[src/rtl/stream_divider_if.sv]
// Stream handshake bundle for stream_divider.
// slave: divider side; master: producer/consumer side.
interface stream_divider_if;
  logic        i_ready;
  logic        i_valid;
  logic [31:0] i_payload_a;
  logic [15:0] i_payload_b;
  logic        o_valid;
  logic        o_ready;
  logic [31:0] o_payload_quotient;
  logic [15:0] o_payload_remainder;
  logic        o_div_by_zero;

  modport master (
    input  i_ready,
    output i_valid,
    output i_payload_a,
    output i_payload_b,
    input  o_valid,
    output o_ready,
    input  o_payload_quotient,
    input  o_payload_remainder,
    input  o_div_by_zero
  );

  modport slave (
    output i_ready,
    input  i_valid,
    input  i_payload_a,
    input  i_payload_b,
    output o_valid,
    input  o_ready,
    output o_payload_quotient,
    output o_payload_remainder,
    output o_div_by_zero
  );
endinterface

[src/rtl/stream_divider.sv]
// 32/16 unsigned restoring divider, one quotient bit per cycle.
// Ports: clk, reset (sync, active-high), bus (stream_divider_if.slave).
// `STREAM_DIVIDER_DIV0_FAST_EN: zero divisor finishes after one edge.
module stream_divider (
  input  logic            clk,
  input  logic            reset,
  stream_divider_if.slave bus
);

  typedef enum logic [1:0] {
    IDLE = 2'd0,
    BUSY = 2'd1,
    DONE = 2'd2
  } state_t;

  state_t      state;
  state_t      state_nxt;

  logic [31:0] a_q;
  logic [15:0] b_q;
  logic [15:0] r_q;
  logic [31:0] q_q;
  logic [4:0]  cnt_q;
  logic        dz_q;

  logic [16:0] rp;
  logic        ge;
  logic        fast_dz;
  logic        last_step;

  // Shifted partial remainder; the stored R always fits
  // 16 bits, the 17th bit only exists after the shift.
  assign rp = {r_q, a_q[cnt_q]};
  assign ge = rp >= {1'b0, b_q};

`ifdef STREAM_DIVIDER_DIV0_FAST_EN
  assign fast_dz = dz_q;
`else
  assign fast_dz = 1'b0;
`endif

  assign last_step = (cnt_q == 5'd0) || fast_dz;

  always_ff @(posedge clk) begin
    if (reset) begin
      state <= IDLE;
    end else begin
      state <= state_nxt;
    end
  end

  always_comb begin
    state_nxt = state;
    unique case (state)
      IDLE: begin
        if (bus.i_valid) begin
          state_nxt = BUSY;
        end
      end
      BUSY: begin
        if (last_step) begin
          state_nxt = DONE;
        end
      end
      DONE: begin
        if (bus.o_ready) begin
          state_nxt = IDLE;
        end
      end
      default: begin
        state_nxt = IDLE;
      end
    endcase
  end

  always_ff @(posedge clk) begin
    if (reset) begin
      a_q   <= '0;
      b_q   <= '0;
      r_q   <= '0;
      q_q   <= '0;
      cnt_q <= '0;
      dz_q  <= 1'b0;
    end else begin
      unique case (state)
        IDLE: begin
          if (bus.i_valid) begin
            a_q   <= bus.i_payload_a;
            b_q   <= bus.i_payload_b;
            dz_q  <= bus.i_payload_b == 16'd0;
            r_q   <= '0;
            q_q   <= '0;
            cnt_q <= 5'd31;
          end
        end
        BUSY: begin
          if (fast_dz) begin
            // Same values the full iteration yields for b=0.
            q_q <= '1;
            r_q <= a_q[15:0];
          end else begin
            // Low 16 bits of rp-b equal rp[15:0]-b mod 2^16.
            r_q        <= ge ? (rp[15:0] - b_q) : rp[15:0];
            q_q[cnt_q] <= ge;
            cnt_q      <= cnt_q - 5'd1;
          end
        end
        DONE: begin
        end
        default: begin
        end
      endcase
    end
  end

  // Payloads are gated so they read zero whenever no
  // result is being offered.
  always_comb begin
    bus.i_ready             = 1'b0;
    bus.o_valid             = 1'b0;
    bus.o_payload_quotient  = '0;
    bus.o_payload_remainder = '0;
    bus.o_div_by_zero       = 1'b0;
    unique case (state)
      IDLE: begin
        bus.i_ready = 1'b1;
      end
      DONE: begin
        bus.o_valid             = 1'b1;
        bus.o_payload_quotient  = q_q;
        bus.o_payload_remainder = r_q;
        bus.o_div_by_zero       = dz_q;
      end
      default: begin
      end
    endcase
  end

endmodule

[src/flat_wrapper.sv]
// flat-port wrapper written by rule: the top's interface ports become plain ports
module stream_divider_flat 
  (clk, reset, bus_i_ready, bus_i_valid, bus_i_payload_a, bus_i_payload_b, bus_o_valid, bus_o_ready, bus_o_payload_quotient, bus_o_payload_remainder, bus_o_div_by_zero);
  stream_divider_if bus_i ();
  input  logic clk;
  input  logic reset;
  output wire logic [$bits(bus_i.i_ready)-1:0] bus_i_ready;
  input wire logic [$bits(bus_i.i_valid)-1:0] bus_i_valid;
  input wire logic [$bits(bus_i.i_payload_a)-1:0] bus_i_payload_a;
  input wire logic [$bits(bus_i.i_payload_b)-1:0] bus_i_payload_b;
  output wire logic [$bits(bus_i.o_valid)-1:0] bus_o_valid;
  input wire logic [$bits(bus_i.o_ready)-1:0] bus_o_ready;
  output wire logic [$bits(bus_i.o_payload_quotient)-1:0] bus_o_payload_quotient;
  output wire logic [$bits(bus_i.o_payload_remainder)-1:0] bus_o_payload_remainder;
  output wire logic [$bits(bus_i.o_div_by_zero)-1:0] bus_o_div_by_zero;
  assign bus_i_ready = bus_i.i_ready;
  assign bus_i.i_valid = bus_i_valid;
  assign bus_i.i_payload_a = bus_i_payload_a;
  assign bus_i.i_payload_b = bus_i_payload_b;
  assign bus_o_valid = bus_i.o_valid;
  assign bus_i.o_ready = bus_o_ready;
  assign bus_o_payload_quotient = bus_i.o_payload_quotient;
  assign bus_o_payload_remainder = bus_i.o_payload_remainder;
  assign bus_o_div_by_zero = bus_i.o_div_by_zero;
  stream_divider u_core (.clk(clk), .reset(reset), .bus(bus_i));
endmodule
[config.mk]
export PLATFORM = sky130hd
export DESIGN_NAME = stream_divider_flat
export DESIGN_NICKNAME = d
export VERILOG_FILES = /design/src/rtl/stream_divider_if.sv /design/src/rtl/stream_divider.sv /design/src/flat_wrapper.sv
export SDC_FILE = /design/constraint.sdc
export NUM_CORES = 1
export LEC_CHECK = 0
export ABC_AREA = 1
export CAP_MARGIN = 20
export CORE_MARGIN = 2
export CORE_UTILIZATION = 40
export CTS_CLUSTER_DIAMETER = 50
export CTS_CLUSTER_SIZE = 24
export DETAILED_ROUTE_END_ITERATION = 7
export GPL_TIMING_DRIVEN = 0
export PLACE_DENSITY_LB_ADDON = 0.25
export SYNTH_ARGS = -nofsm -noshare
export SYNTH_HDL_FRONTEND = slang
export SYNTH_SLANG_ARGS = --single-unit
[constraint.sdc]
create_clock -name clk -period 3.5 [get_ports clk]
set_input_delay 0.7 -clock clk [delete_from_list [all_inputs] [get_ports clk]]
set_output_delay 0.7 -clock clk [all_outputs]
set_load 0.03 [all_outputs]
==> run_results.csv <==
group,metric,value,unit
route,dr.pass1.iters,5,
outcome,status,"complete, no violations",
floorplanning,die_area,16200,um2
floorplanning,die-height,127,um
synth,synth.distinct_cells,36,
clock_network,cts_buffers,9,
synth,syn_inst,967,
power,power.total,4400,uW
setup_path,required,2.80,ns
synth,yosys_warnings,0,
floorplanning,rows,45,
synth,avgSynthCellArea,6.30,um2
sta,hold_viol_final,0,
sta,layout_min_cycle_time,3.26,ns
sta,maxClockFrequency,0.307,GHz
cells_and_area,diodes,0,
grt,grt_pass1_vias,5451,
power,p_leak,0.00335,uW
clock_network,cts-resized-gates,0,
clock_network,hold_buffers,0,
sta,setup_ws,0.243,ns
cells_and_area,drive_gt1_share,5.82,%
setup_path,cp.arrival,2.56,ns
grt,grt_max_degree,17,
cells_and_area,final_net_count,1153,
power,peakVddDrop,260,uV
grt,grt_overflow,0,
setup_path,r2r-start,"u_core.cnt_q[0]",
flow_run,maxCapViolCount,0,
sta,fin_tns_setup,0,ns
cells_and_area,syn_to_final_growth,25.1,%
clock_network,clockBufferDepth,2,
clock_network,clk_latency,0.36,ns
hold_path,worstHoldStart,"u_core.a_q[10]",
synth,synth-edff-count,0,
setup_path,critPathCaptureType,"output pin",
setup_path,r2r_setup_slack,0.34,ns
floorplanning,die_x,127,um
synth,syn_nets,1041,
clock_network,clkTransAtPathRegs,0.07,ns
route,drc,0,
synth,synth-seq-cells,104,
setup_path,crit_start,"u_core.state[1]",
floorplanning,ios,103,
sta,timing.slew.headroom,46.9,%
grt,antenna_found_initial,0,
clock_network,numClockSinks,104,
synth,syn-cell-area,6090,um2
route,wire_per_inst,13.1,um
route,wl,16700,um
cells_and_area,fillCellCount,1562,
place,portBuffers,101,
clock_network,post-cts-setup-buffer-count,0,
cells_and_area,final_util,50.7,%
grt,grt_usage,20.8,%
sta,rsz0062_at_grt,"no",
place,finalWeightedCongestion,0.908,
route,drt_iter0_markers,353,
grt,grt_pass1_wl,26900,um
clock_network,cts-root-buf,"clkbuf_16",
synth,yosysSeqAreaShare,34.2,%
sta,fin_crit_sh,93.1,%
setup_path,worstSetupStartpointType,"register",
hold_path,hp-class,"register to register",
sta,setup_viol,0,
sta,worst_slew_pin_slew,0.791,ns
clock_network,cts_tree,"built",
clock_network,cts_htree_levels,3,
synth,synth_ff_type,"dfxtp_1",
floorplanning,start_util,40.5,%
floorplanning,core_area,15000,um2
sta,drv_slew,0,
place,dpl.hpwl,12900,um
route,vias,6091,
synth,async_flop_share,0,%
sta,clock_skew,0.00997,ns
route,drtAntennaViolNets,0,
sta,whs,0.452,ns
place,pre_cts_slack,0.360,ns
setup_path,critPathMaxFanout,10,
power,powerDensity,578,nW/um2
setup_path,crit_type,"register to output pin",
route,vias_per_cell,4.79,
==> stage by stage <==
stage / area, um2 / std cells
CTS: 7610 / 1271
global placement: 7330 / 1256
floorplan: 6090 / 967
detailed placement: 7330 / 1256
global route: 7610 / 1271
finish: 7610 / 1271
==> cell families after synthesis <==
group,count (synthesis),synth area share [%]
and+or+nand+nor,412,29.1
xor gates and xnor gates,7,1.01
DFF,104,34.2
adders and majority gates,22,4.64
AOI/OAI and AO/OA,194,16.3
buffers and inverters,228,14.8
==> synthesized netlist by cell type, drive strengths merged (2+ instances only) <==
cell	count	area, um2
or2	2	12.5
clkbuf	28	105
nand4	3	18.8
nand2	244	938
a21oi	104	524
nor4	3	18.8
ha	21	263
nand3	61	328
xnor2	6	52.6
dfxtp	104	2080
nor2	85	347
a31oi	2	12.5
nand3b	4	30.0
a211oi	2	15.0
inv	183	687
nor3	10	76.3
o21ai	84	420
buf	17	111
==> layer usage <==
metal	vias to the layer above	part of all wire, %	global-route usage [%]
li1	3238	-	-
met1	2679	50	29.9
met2	157	44	33.1
met3	17	5.4	2.64
met4	0	1.3	5.62
met5	-	0	0
==> sequential cells by signal, summed over array words and instances (netlist names) <==
signal / cells
u_core.b_q: 16
u_core.state: 2
u_core.dz_q: 1
u_core.a_q: 32
u_core.q_q: 32
u_core.cnt_q: 5
u_core.r_q: 16
==> cell usage in the layout, fill, tap and decap left out, drive strengths merged <==
cell | Yosys | routed
clkbuf | 28 | 39
nand4 | 3 | 3
ha | 21 | 21
fa | 1 | 1
xnor2 | 6 | 6
dfxtp | 104 | 104
nand3b | 4 | 4
o21ai | 84 | 84
nor2 | 85 | 85
a21oi | 104 | 104
clkinv | 0 | 3
or2 | 2 | 2
nor4 | 3 | 3
a311oi | 1 | 1
clkdlybuf4s50 | 0 | 101
xor2 | 1 | 1
buf | 17 | 17
nand3 | 61 | 61
nand2 | 244 | 244
a31oi | 2 | 2
nor3 | 10 | 10
a211oi | 2 | 2
inv | 183 | 184
a221oi | 1 | 1
==> layout make-up <==
cell class | instances | area (um2) | area share, %
sequential | 104 | 2080 | 27.3
timing repair buffer | 101 | 1010 | 13.3
clock inverter | 4 | 27.5 | 0.361
multi-input combinational | 635 | 3100 | 40.7
inverter | 183 | 687 | 9.02
buffer | 45 | 216 | 2.84
tap | 188 | 235 | 3.09
clock buffer | 11 | 253 | 3.32
==> final timing paths <==
kind	to	cells after the start
max reg2reg	u_core.r_q[8]	22
min	u_core.a_q[10]	2
min reg2reg	u_core.a_q[10]	2
max	bus_o_payload_remainder[14]	7
==> critical path, stage by stage, from the launching register on <==
cell             delay, ns
dfxtp_1               0.34
inv_1                 0.05
nor2_1                0.20
inv_1                 0.14
clkbuf_1              0.32
buf_1                 0.30
nor2_1                0.14
clkdlybuf4s50_1       0.71
==> power by group <==
part	internal (uW)	switching, uW	total (uW)
registers	1300	62.3	1360
logic	727	1320	2050
clock network	520	471	991
Power figures use the tool's default switching activity.
